===== src/rtl/fb_write_ctrl.sv =====
// Framebuffer write-port controller: round-robin arbitration between the CPU
// and the rasterizer with a registered req/ack handshake, plus a clear engine
// that fills every valid framebuffer address with one colour.
module fb_write_ctrl #(
  parameter int A_WIDTH   = 16,
  parameter int D_WIDTH   = 3,
  parameter int FB_PIXELS = 34240
) (
  input  logic               clk,
  input  logic               n_rst_async,
  input  logic               clear_req,
  input  logic [D_WIDTH-1:0] clear_color,
  output logic               clear_busy,
  input  logic               cpu_req,
  input  logic [A_WIDTH-1:0] cpu_addr,
  input  logic [D_WIDTH-1:0] cpu_pixel,
  output logic               cpu_ack,
  input  logic               rast_req,
  input  logic [A_WIDTH-1:0] rast_addr,
  input  logic [D_WIDTH-1:0] rast_pixel,
  output logic               rast_ack,
  output logic               fb_write_en,
  output logic [A_WIDTH-1:0] fb_write_addr,
  output logic [D_WIDTH-1:0] fb_write_pixel
);

  typedef enum logic {ST_IDLE, ST_CLEAR} state_e;
  typedef enum logic {GR_CPU, GR_RAST} grant_e;

  // Last address the clear engine writes; one bit wider limit for range checks
  // so the comparison cannot wrap.
  localparam logic [A_WIDTH-1:0] LAST_ADDR = A_WIDTH'(FB_PIXELS - 1);
  localparam logic [A_WIDTH:0]   PIX_LIMIT = (A_WIDTH + 1)'(FB_PIXELS);

  state_e               state_q, state_d;
  grant_e               last_grant_q, last_grant_d;
  logic [A_WIDTH-1:0]   counter_q, counter_d;
  logic [D_WIDTH-1:0]   color_q, color_d;
  logic                 cpu_ack_q, cpu_ack_d;
  logic                 rast_ack_q, rast_ack_d;
  logic                 en_q, en_d;
  logic [A_WIDTH-1:0]   addr_q, addr_d;
  logic [D_WIDTH-1:0]   pixel_q, pixel_d;
  logic                 busy_q, busy_d;

  logic                 cpu_elig, rast_elig;
  logic                 cpu_in_range, rast_in_range;
  logic [A_WIDTH-1:0]   count_inc;

  // A requester whose ack is on the bus right now still shows req high; it
  // must not be granted again until its next request is presented.
  assign cpu_elig      = cpu_req  & ~cpu_ack_q;
  assign rast_elig     = rast_req & ~rast_ack_q;
  assign cpu_in_range  = {1'b0, cpu_addr}  < PIX_LIMIT;
  assign rast_in_range = {1'b0, rast_addr} < PIX_LIMIT;
  assign count_inc     = counter_q + 1'b1;

  // Next-state and registered-output decode for the clear FSM and arbiter.
  always_comb begin
    // NOTE: every variable gets a default first, so no path can infer a latch.
    state_d      = state_q;
    last_grant_d = last_grant_q;
    counter_d    = counter_q;
    color_d      = color_q;
    cpu_ack_d    = 1'b0;
    rast_ack_d   = 1'b0;
    en_d         = 1'b0;
    addr_d       = addr_q;
    pixel_d      = pixel_q;
    busy_d       = 1'b0;

    unique case (state_q)
      ST_IDLE: begin
        if (clear_req) begin
          // Clear beats pending requests; the first clear write goes out now.
          state_d   = ST_CLEAR;
          color_d   = clear_color;
          counter_d = '0;
          en_d      = 1'b1;
          addr_d    = '0;
          pixel_d   = clear_color;
          busy_d    = 1'b1;
        end else if (cpu_elig && (!rast_elig || last_grant_q == GR_RAST)) begin
          cpu_ack_d    = 1'b1;
          last_grant_d = GR_CPU;
          en_d         = cpu_in_range;
          addr_d       = cpu_addr;
          pixel_d      = cpu_pixel;
        end else if (rast_elig) begin
          rast_ack_d   = 1'b1;
          last_grant_d = GR_RAST;
          en_d         = rast_in_range;
          addr_d       = rast_addr;
          pixel_d      = rast_pixel;
        end
      end
      ST_CLEAR: begin
        counter_d = count_inc;
        en_d      = 1'b1;
        addr_d    = count_inc;
        pixel_d   = color_q;
        busy_d    = 1'b1;
        if (count_inc == LAST_ADDR) state_d = ST_IDLE;
      end
      default: state_d = ST_IDLE;
    endcase
  end

  // State and output registers; reset aborts any clear in progress.
  always_ff @(posedge clk or negedge n_rst_async) begin
    if (!n_rst_async) begin
      state_q      <= ST_IDLE;
      last_grant_q <= GR_RAST;
      counter_q    <= '0;
      color_q      <= '0;
      cpu_ack_q    <= 1'b0;
      rast_ack_q   <= 1'b0;
      en_q         <= 1'b0;
      addr_q       <= '0;
      pixel_q      <= '0;
      busy_q       <= 1'b0;
    end else begin
      // NOTE: non-blocking assignments keep every register updating from
      // pre-edge values, independent of statement order.
      state_q      <= state_d;
      last_grant_q <= last_grant_d;
      counter_q    <= counter_d;
      color_q      <= color_d;
      cpu_ack_q    <= cpu_ack_d;
      rast_ack_q   <= rast_ack_d;
      en_q         <= en_d;
      addr_q       <= addr_d;
      pixel_q      <= pixel_d;
      busy_q       <= busy_d;
    end
  end

  assign clear_busy     = busy_q;
  assign cpu_ack        = cpu_ack_q;
  assign rast_ack       = rast_ack_q;
  assign fb_write_en    = en_q;
  assign fb_write_addr  = addr_q;
  assign fb_write_pixel = pixel_q;

endmodule


===== config.mk =====
export PLATFORM = sky130hd
export DESIGN_NAME = fb_write_ctrl
export DESIGN_NICKNAME = d
export VERILOG_FILES = /design/src/rtl/fb_write_ctrl.sv
export SDC_FILE = /design/constraint.sdc
export NUM_CORES = 1
export LEC_CHECK = 0
export CORE_ASPECT_RATIO = 1.75
export CORE_UTILIZATION = 45
export CTS_CLUSTER_SIZE = 8
export DETAILED_ROUTE_END_ITERATION = 8
export GPL_ROUTABILITY_DRIVEN = 1
export PLACE_DENSITY = 0.86
export SETUP_SLACK_MARGIN = 0.5
export SLEW_MARGIN = 0
export SYNTH_ARGS = -nofsm -noshare
export SYNTH_HDL_FRONTEND = slang
export SYNTH_SLANG_ARGS = --single-unit

===== constraint.sdc =====
create_clock -name clk -period 2.75 [get_ports clk]
set_clock_uncertainty 0.15 [all_clocks]
set_input_delay 0.4125 -clock clk [delete_from_list [all_inputs] [get_ports clk]]
set_output_delay 0.4125 -clock clk [all_outputs]
set_load 0.01 [all_outputs]

==> results by group, run 1 <==
Yosys
  • Async SR Flop Fraction: 100%
  • Post-synth cell types: 52
  • Main area contributors after synthesis: dfrtp_1, nand2_1, nor2_1
  • Avg Synthesized Cell Area: 9.20 um^2
  • EDFF count, synth: 0
  • Top cell type's share of synthesized area: 41.5%
  • Syn Inst Count: 282
  • Fraction of the yosys area taken by sequential cells: 42.5%
  • Leading area contributor after synthesis: dfrtp_1
  • Post-Syn Nets: 330
  • Ys Warns: 0
  • Post-synthesis cell area: ~2600 um^2
  • #FFs+latches synth: 44
  • Top_reg_cell synth: dfrtp_1

Critical path
  • End of the critical path: state_q
  • RR Endpoint: state_q
  • Critical path required time: 2.77 ns
  • Cell Chain, Critical Path: ha_4, nand4_4, or4_4, o31ai_1, a31oi_1
  • CP Capture Type: flip-flop
  • Crit path arrival time: approximately 2.1 ns
  • Type of the worst setup path: flip-flop to flip-flop
  • Critical Path Start Type: flip-flop
  • Cells on worst reg2reg path: 5
  • Kind of cell adding the most delay to the critical path: simple AND/OR/NAND/NOR gates
  • CP Depth: 5
  • Worst-path maximum fanout: 10
  • FF-to-FF setup slack: 0.64 ns
  • R2R Path Start: counter_q[0]
  • Largest stage delay on the critical path: about 0.55 ns
  • Buf+Inv Stages, Crit Path: 0
  • Critical Path Slowest Stage Cell: or4_4
  • Worst Setup SP: counter_q[0]

Floorplan
  • Initial Util: 46.8%
  • Die footprint: 6090 um^2
  • # IOs: 69
  • Chip height: 102 um
  • FP Rows: 36
  • Die Wd: 59.4 um
  • Core area: 5540 um^2

Routing
  • Initial DRC count: between 60 and 70
  • Drt first pass iters: 4
  • Vias/cell: 5.63
  • DRC viols: 0
  • Routed len/inst: 15.7 um
  • Routed WL: roughly 6700 um
  • Post-route ant nets: 0
  • Vias: about 2400

Pwr
  • Power Total: 2.29 mW
  • Maximum VDD drop: 0.338 mV
  • Pwr Density: ~670 nW/um^2
  • Pleak: 1.40 nW

Timing
  • Normalized max-slew margin: approximately a third
  • Endpoints failing setup: 0
  • Final setup margin: 0.641 ns
  • Slew Limit Fails: 0
  • Setup repair after global routing missed its margin: false
  • Post-route minimum period: 2.11 ns
  • F_max: ~470 MHz
  • Actual slew at the worst max-slew pin: 0.991 ns
  • Count of final hold-check violations: 0
  • Period utilisation layout: 76.7%
  • Setup TNS: 0 ns

Final layout
  • N_diodes: 0
  • Final cell count without fillers: around 430
  • Fill cells: around 450
  • Layout overhead on the synthesized area: 31.9%
  • Leading cell types in the layout, fill and taps excluded: clkdlybuf4s50_1, nand2_1, dfrtp_1
  • Layout cells sized above 1: between 10 and 15%
  • Fin util: 61.8%
  • Nets: 396
  • Most common cell after layout, fill and taps aside: clkdlybuf4s50_1

Placed design
  • Detail Placement HPWL: 4980 um
  • Post-Place Setup Slack: 0.347 ns
  • Placed cell count: 417
  • Port Buffers: 68
  • Final GP Congestion: slightly below 0.9

Clocking
  • Clk_lat worst skew: 0.31 ns
  • CTS tree: done
  • Hold_buf cts: 0
  • CTS buffer count: 5
  • CTS HTree Levels: 2
  • Post-cts sizing count: 3
  • Clock-pin slew on the worst setup and hold paths: 0.09 ns
  • CTS Root Cell: clkbuf_8
  • CTS sink cnt: 44
  • CTS max path bufs: 2
  • Postcts setup bufs: 0

Global route
  • Vias in the first global route: 2340
  • Overflow after GRT: 0
  • Initial antenna violation count: 0
  • Pin count of the biggest net entering global routing: 45
  • GRT Resource Usage Total: 23.8%
  • First-pass GRT wire length: 10900 um

Flow run
  • Max-Cap Viols: 0

Worst hold path
  • Min-delay worst type: input pin to async pin

Status
  • Status: finished, final reports clean
## where the power goes
part,internal (mW),leakage [nW],switching (mW)
Sequential,0.817,0.533,0.239
Combinational,0.423,0.826,0.389
Clock,0.180,0.0404,0.241
## sequential cells by signal (all words and copies together), names as in the netlist, 3 cells and up
register	count
fb_write_pixel	3
counter_q	16
color_q	3
fb_write_addr	16
## per-layer routing
layer / GRT usage, % / vias up / part of all wire (%)
met5: 0 / - / 0
met4: 13.7 / 0 / 4.1
met3: 3.67 / 22 / 4.2
met2: 40.5 / 87 / 53
met1: 27.8 / 1155 / 39
li1: - / 1128 / -
## cell families after synthesis
group                      share of synthesized area [%]
AOI/OAI and AO/OA                                   19.3
xor gates and xnor gates                            5.01
adders and majority gates                          0.964
buffers and inverters                               6.32
DFF                                                 42.5
muxes                                               3.42
and+or+nand+nor                                     22.5
## stage by stage
stage | cell area (um^2) | hold WS, ns
2_1_floorplan | 2590 | -0.0331
3_3_place_gp | 3310 | 0.341
3_5_place_dp | 3310 | 0.348
4_1_cts | 3410 | 0.149
5_1_grt | 3420 | 0.208
6_report | 3420 | 0.107
## worst min path at each step
| stage | endpoint | startpoint | depth (start not counted) |
|---|---|---|---|
| floorplan | clear_busy | n_rst_async | 0 |
| global placement | fb_write_addr[0] | fb_write_addr[0] | 1 |
| detailed placement | color_q[1] | color_q[1] | 1 |
| CTS | counter_q[7] | n_rst_async | 1 |
| global route | fb_write_addr[11] | n_rst_async | 1 |
| finish | fb_write_addr[11] | n_rst_async | 1 |
## synth_stat cells (all sizes together) (3+ instances only)
| cell type | count |
|---|---|
| inv | 12 |
| mux2 | 7 |
| nand3b | 3 |
| a21oi | 9 |
| o21ai | 14 |
| nor2 | 38 |
| nand4 | 7 |
| buf | 9 |
| o211ai | 6 |
| a22oi | 3 |
| nand3 | 7 |
| a211oi | 6 |
| nand2b | 3 |
| a31oi | 11 |
| nand2 | 39 |
| a21o | 8 |
| xnor2 | 12 |
| or4 | 3 |
| clkbuf | 8 |
| dfrtp | 43 |
| nor4 | 5 |
| o22a | 5 |
## cell type report
cell class / instances / area [um^2] / area share, %
clock buffer: 5 / 68.8 / 2.01
clock inverter: 3 / 23.8 / 0.694
inverter: 12 / 45.0 / 1.32
multi-input combinational: 209 / 1350 / 39.4
sequential: 44 / 1110 / 32.3
tap: 76 / 95.1 / 2.78
timing repair buffer: 76 / 736 / 21.5
No activity file was read; power rests on OpenSTA's default activity.
==> run 2, diff against run 1 <==
- clock period: 2.75 -> 2 ns (I/O delays scaled with it)
==> run 2 against run 1 <==
  * Die area is the same
  * Clock power grew 30%
  * Combinational power grew 120%
  * Design area grew 25%
==> results by group, run 2 (same netlist as run 1, synthesis figures left out) <==
Status
  • Status: finished, final reports clean

Timing
  • Setup repair after global routing missed its margin: true
  • WHS: 0.274 ns (+0.167 ns)
  • Actual slew at the worst max-slew pin: 0.368 ns (-0.622 ns)
  • Normalized max-slew margin: 75.1% (+41 points)
  • Endpoints failing setup: 0 (unchanged)
  • Post-route minimum period: 1.99 ns (-0.117 ns)
  • F_max: 502 MHz (+5.9%)
  • Count of final hold-check violations: 0 (unchanged)
  • Setup TNS: 0 ns (unchanged)
  • Slew Limit Fails: 0 (unchanged)
  • Period utilisation layout: 99.6% (+23 points)

Pwr
  • Sequential power share: 38.4% (-7.7 points)
  • Maximum VDD drop: 0.596 mV (+76%)
  • Clk pwr share: 14.2% (-4.2 points)
  • Logic pwr share: 47.4% (+12 points)
  • Pwr Density: 900 nW/um^2 (+35%)
  • Sw Ratio: 40.1% (+2.2 points)
  • Cell-internal power: 2.31 mW (+62%)
  • Pleak: 1.85 nW (+32%)
  • Total net switching power: 1.55 mW (+78%)
  • Power Total: 3.85 mW (+68%)

Routing
  • Drt first pass iters: 4 (unchanged)
  • DRC viols: 0 (unchanged)
  • Vias: 2817 (+18%)
  • Initial DRC count: 168 (+150%)
  • Post-route ant nets: 0 (unchanged)
  • Routed len/inst: 20.6 um (+32%)
  • Routed WL: 9790 um (+47%)
  • Vias/cell: 5.93 (+5.4%)

Final layout
  • Most common cell after layout, fill and taps aside: clkdlybuf4s50_1
  • Layout cells sized above 1: 36.8% (+25 points)
  • Leading cell types in the layout, fill and taps excluded: clkdlybuf4s50_1, buf_4, dfrtp_1
  • Fill cells: 331 (-27%)
  • Layout overhead on the synthesized area: 64.9%
  • N_diodes: 0 (unchanged)
  • Design area: 4280 um^2 (+25%)
  • Nets: 447 (+13%)

Floorplan
  • # IOs: 69 (unchanged)
  • Initial Util: 46.8% (unchanged)
  • Chip height: 102 um (unchanged)
  • Core area: 5540 um^2 (unchanged)
  • FP Rows: 36 (unchanged)
  • Die footprint: 6090 um^2 (unchanged)
  • Die Wd: 59.4 um (unchanged)

Placed design
  • Port Buffers: 68 (unchanged)
  • Detail Placement HPWL: 5530 um (+11%)
  • Final GP Congestion: 0.889 (+0.34%)
  • DP Area: 3520 um^2 (+6.5%)

Global route
  • Initial antenna violation count: 0 (unchanged)
  • First-pass GRT wire length: 12000 um (+9.3%)
  • GRT Resource Usage Total: 26.5% (+2.7 points)
  • Overflow after GRT: 0 (unchanged)
  • Vias in the first global route: 2607 (+11%)
  • Pin count of the biggest net entering global routing: 32 (-29%)

Clocking
  • CTS HTree Levels: 2 (unchanged)
  • Clock-pin slew on the worst setup and hold paths: 0.09 ns (about the same)
  • CTS buffer count: 5 (unchanged)
  • CTS Root Cell: clkbuf_8
  • CTS sink cnt: 44 (unchanged)
  • CTS max path bufs: 2 (unchanged)
  • CTS tree: done
  • Clk_lat worst skew: 0.31 ns (about the same)

Critical path
  • R2R Path Start: counter_q[0]
  • Critical path required time: 2.02 ns (-0.75 ns)
  • Worst-path maximum fanout: 5 (-5)
  • CP Capture Type: flip-flop
  • Critical Path Start Type: flip-flop
  • Type of the worst setup path: flip-flop to flip-flop
  • Crit path arrival time: 2.01 ns (-0.12 ns)
  • Worst Setup SP: counter_q[0]

Flow run
  • Max-Cap Viols: 0 (unchanged)

Worst hold path
  • Min-delay worst type: input pin to async pin
==> run 2: cell count changes in the layout (fill, tap and decap cells not counted), sizes merged <==
cell / before / now
buf: 9 / 55
clkdlybuf4s50: 67 / 42
dlygate4sd2: 0 / 22
clkdlybuf4s15: 0 / 1
dlymetal6s2s: 0 / 2
inv: 12 / 11
clkinvlp: 2 / 1
dlygate4sd3: 0 / 1
clkbuf: 5 / 10
==> run 2: what timing repair did <==
| action | CTS | global route |
|---|---|---|
| cloned | 0 | 4 |
| setup endpoints to repair | 60 | 34 |
| pin swaps | 7 | 20 |
| gates resized for setup | 45 | 76 |
| hold buffers | 1 | 0 |
| endpoints found under the hold margin | 14 | 0 |
| setup buffers | 9 | 21 |
==> run 2: area by class of cell <==
cell class,count,area [um^2],share of cell area (%)
clock buffer,6,72.6,1.70
inverter,12,48.8,1.14
timing repair buffer,127,1260,29.4
sequential,44,1110,26.0
tap,76,95.1,2.22
clock inverter,1,5.00,0.117
multi-input combinational,209,1680,39.4
==> run 2: routing by layer <==
layer  GRT usage [%]  vias to the layer above  share of wire, %
met3            4.68                       43               4.7
met4            11.7                        0               5.1
met5               0                        -                 0
met2            48.0                      150                55
met1            29.3                     1383                35
li1                -                     1241                 -
==> run 2: path summary, 6_finish.rpt <==
kind,endpoint,slack (ns),cells past startpoint
hold reg to reg,color_q[1],0.37,1
setup reg to reg,state_q,0.009,6
hold / removal,fb_write_pixel[1],0.27,2
min in group clk,color_q[1],0.37,1
setup / recovery,state_q,0.009,6
max in group asynchronous,last_grant_q,0.79,3
==> run 2: per-stage QoR <==
step                setup slack (ns)  utilization, %  std cells
global route                 -0.0806            77.2        475
global placement              0.0196            63.6        433
floorplan                      0.142               -        282
detailed placement           -0.0433            63.6        433
finish                       0.00856            77.2        475
CTS                           0.0799            67.3        450
==> run 2: critical path, stage by stage (launching register included) <==
cell	delay, ns
dfrtp_2	0.42
buf_4	0.14
nand4_4	0.16
xnor2_1	0.23
nand3_1	0.17
a2111oi_4	0.43
a31oi_2	0.15
==> run 2: power groups by stage <==
| stage | sequential (mW) | clock (mW) | combinational, mW |
|---|---|---|---|
| floorplan | 1.35 | 0 | 0.798 |
| global placement | 1.43 | 0 | 1.22 |
| detailed placement | 1.44 | 0 | 1.26 |
| CTS | 1.42 | 0.530 | 1.36 |
| global route | 1.50 | 0.579 | 1.96 |
| finish | 1.48 | 0.547 | 1.82 |
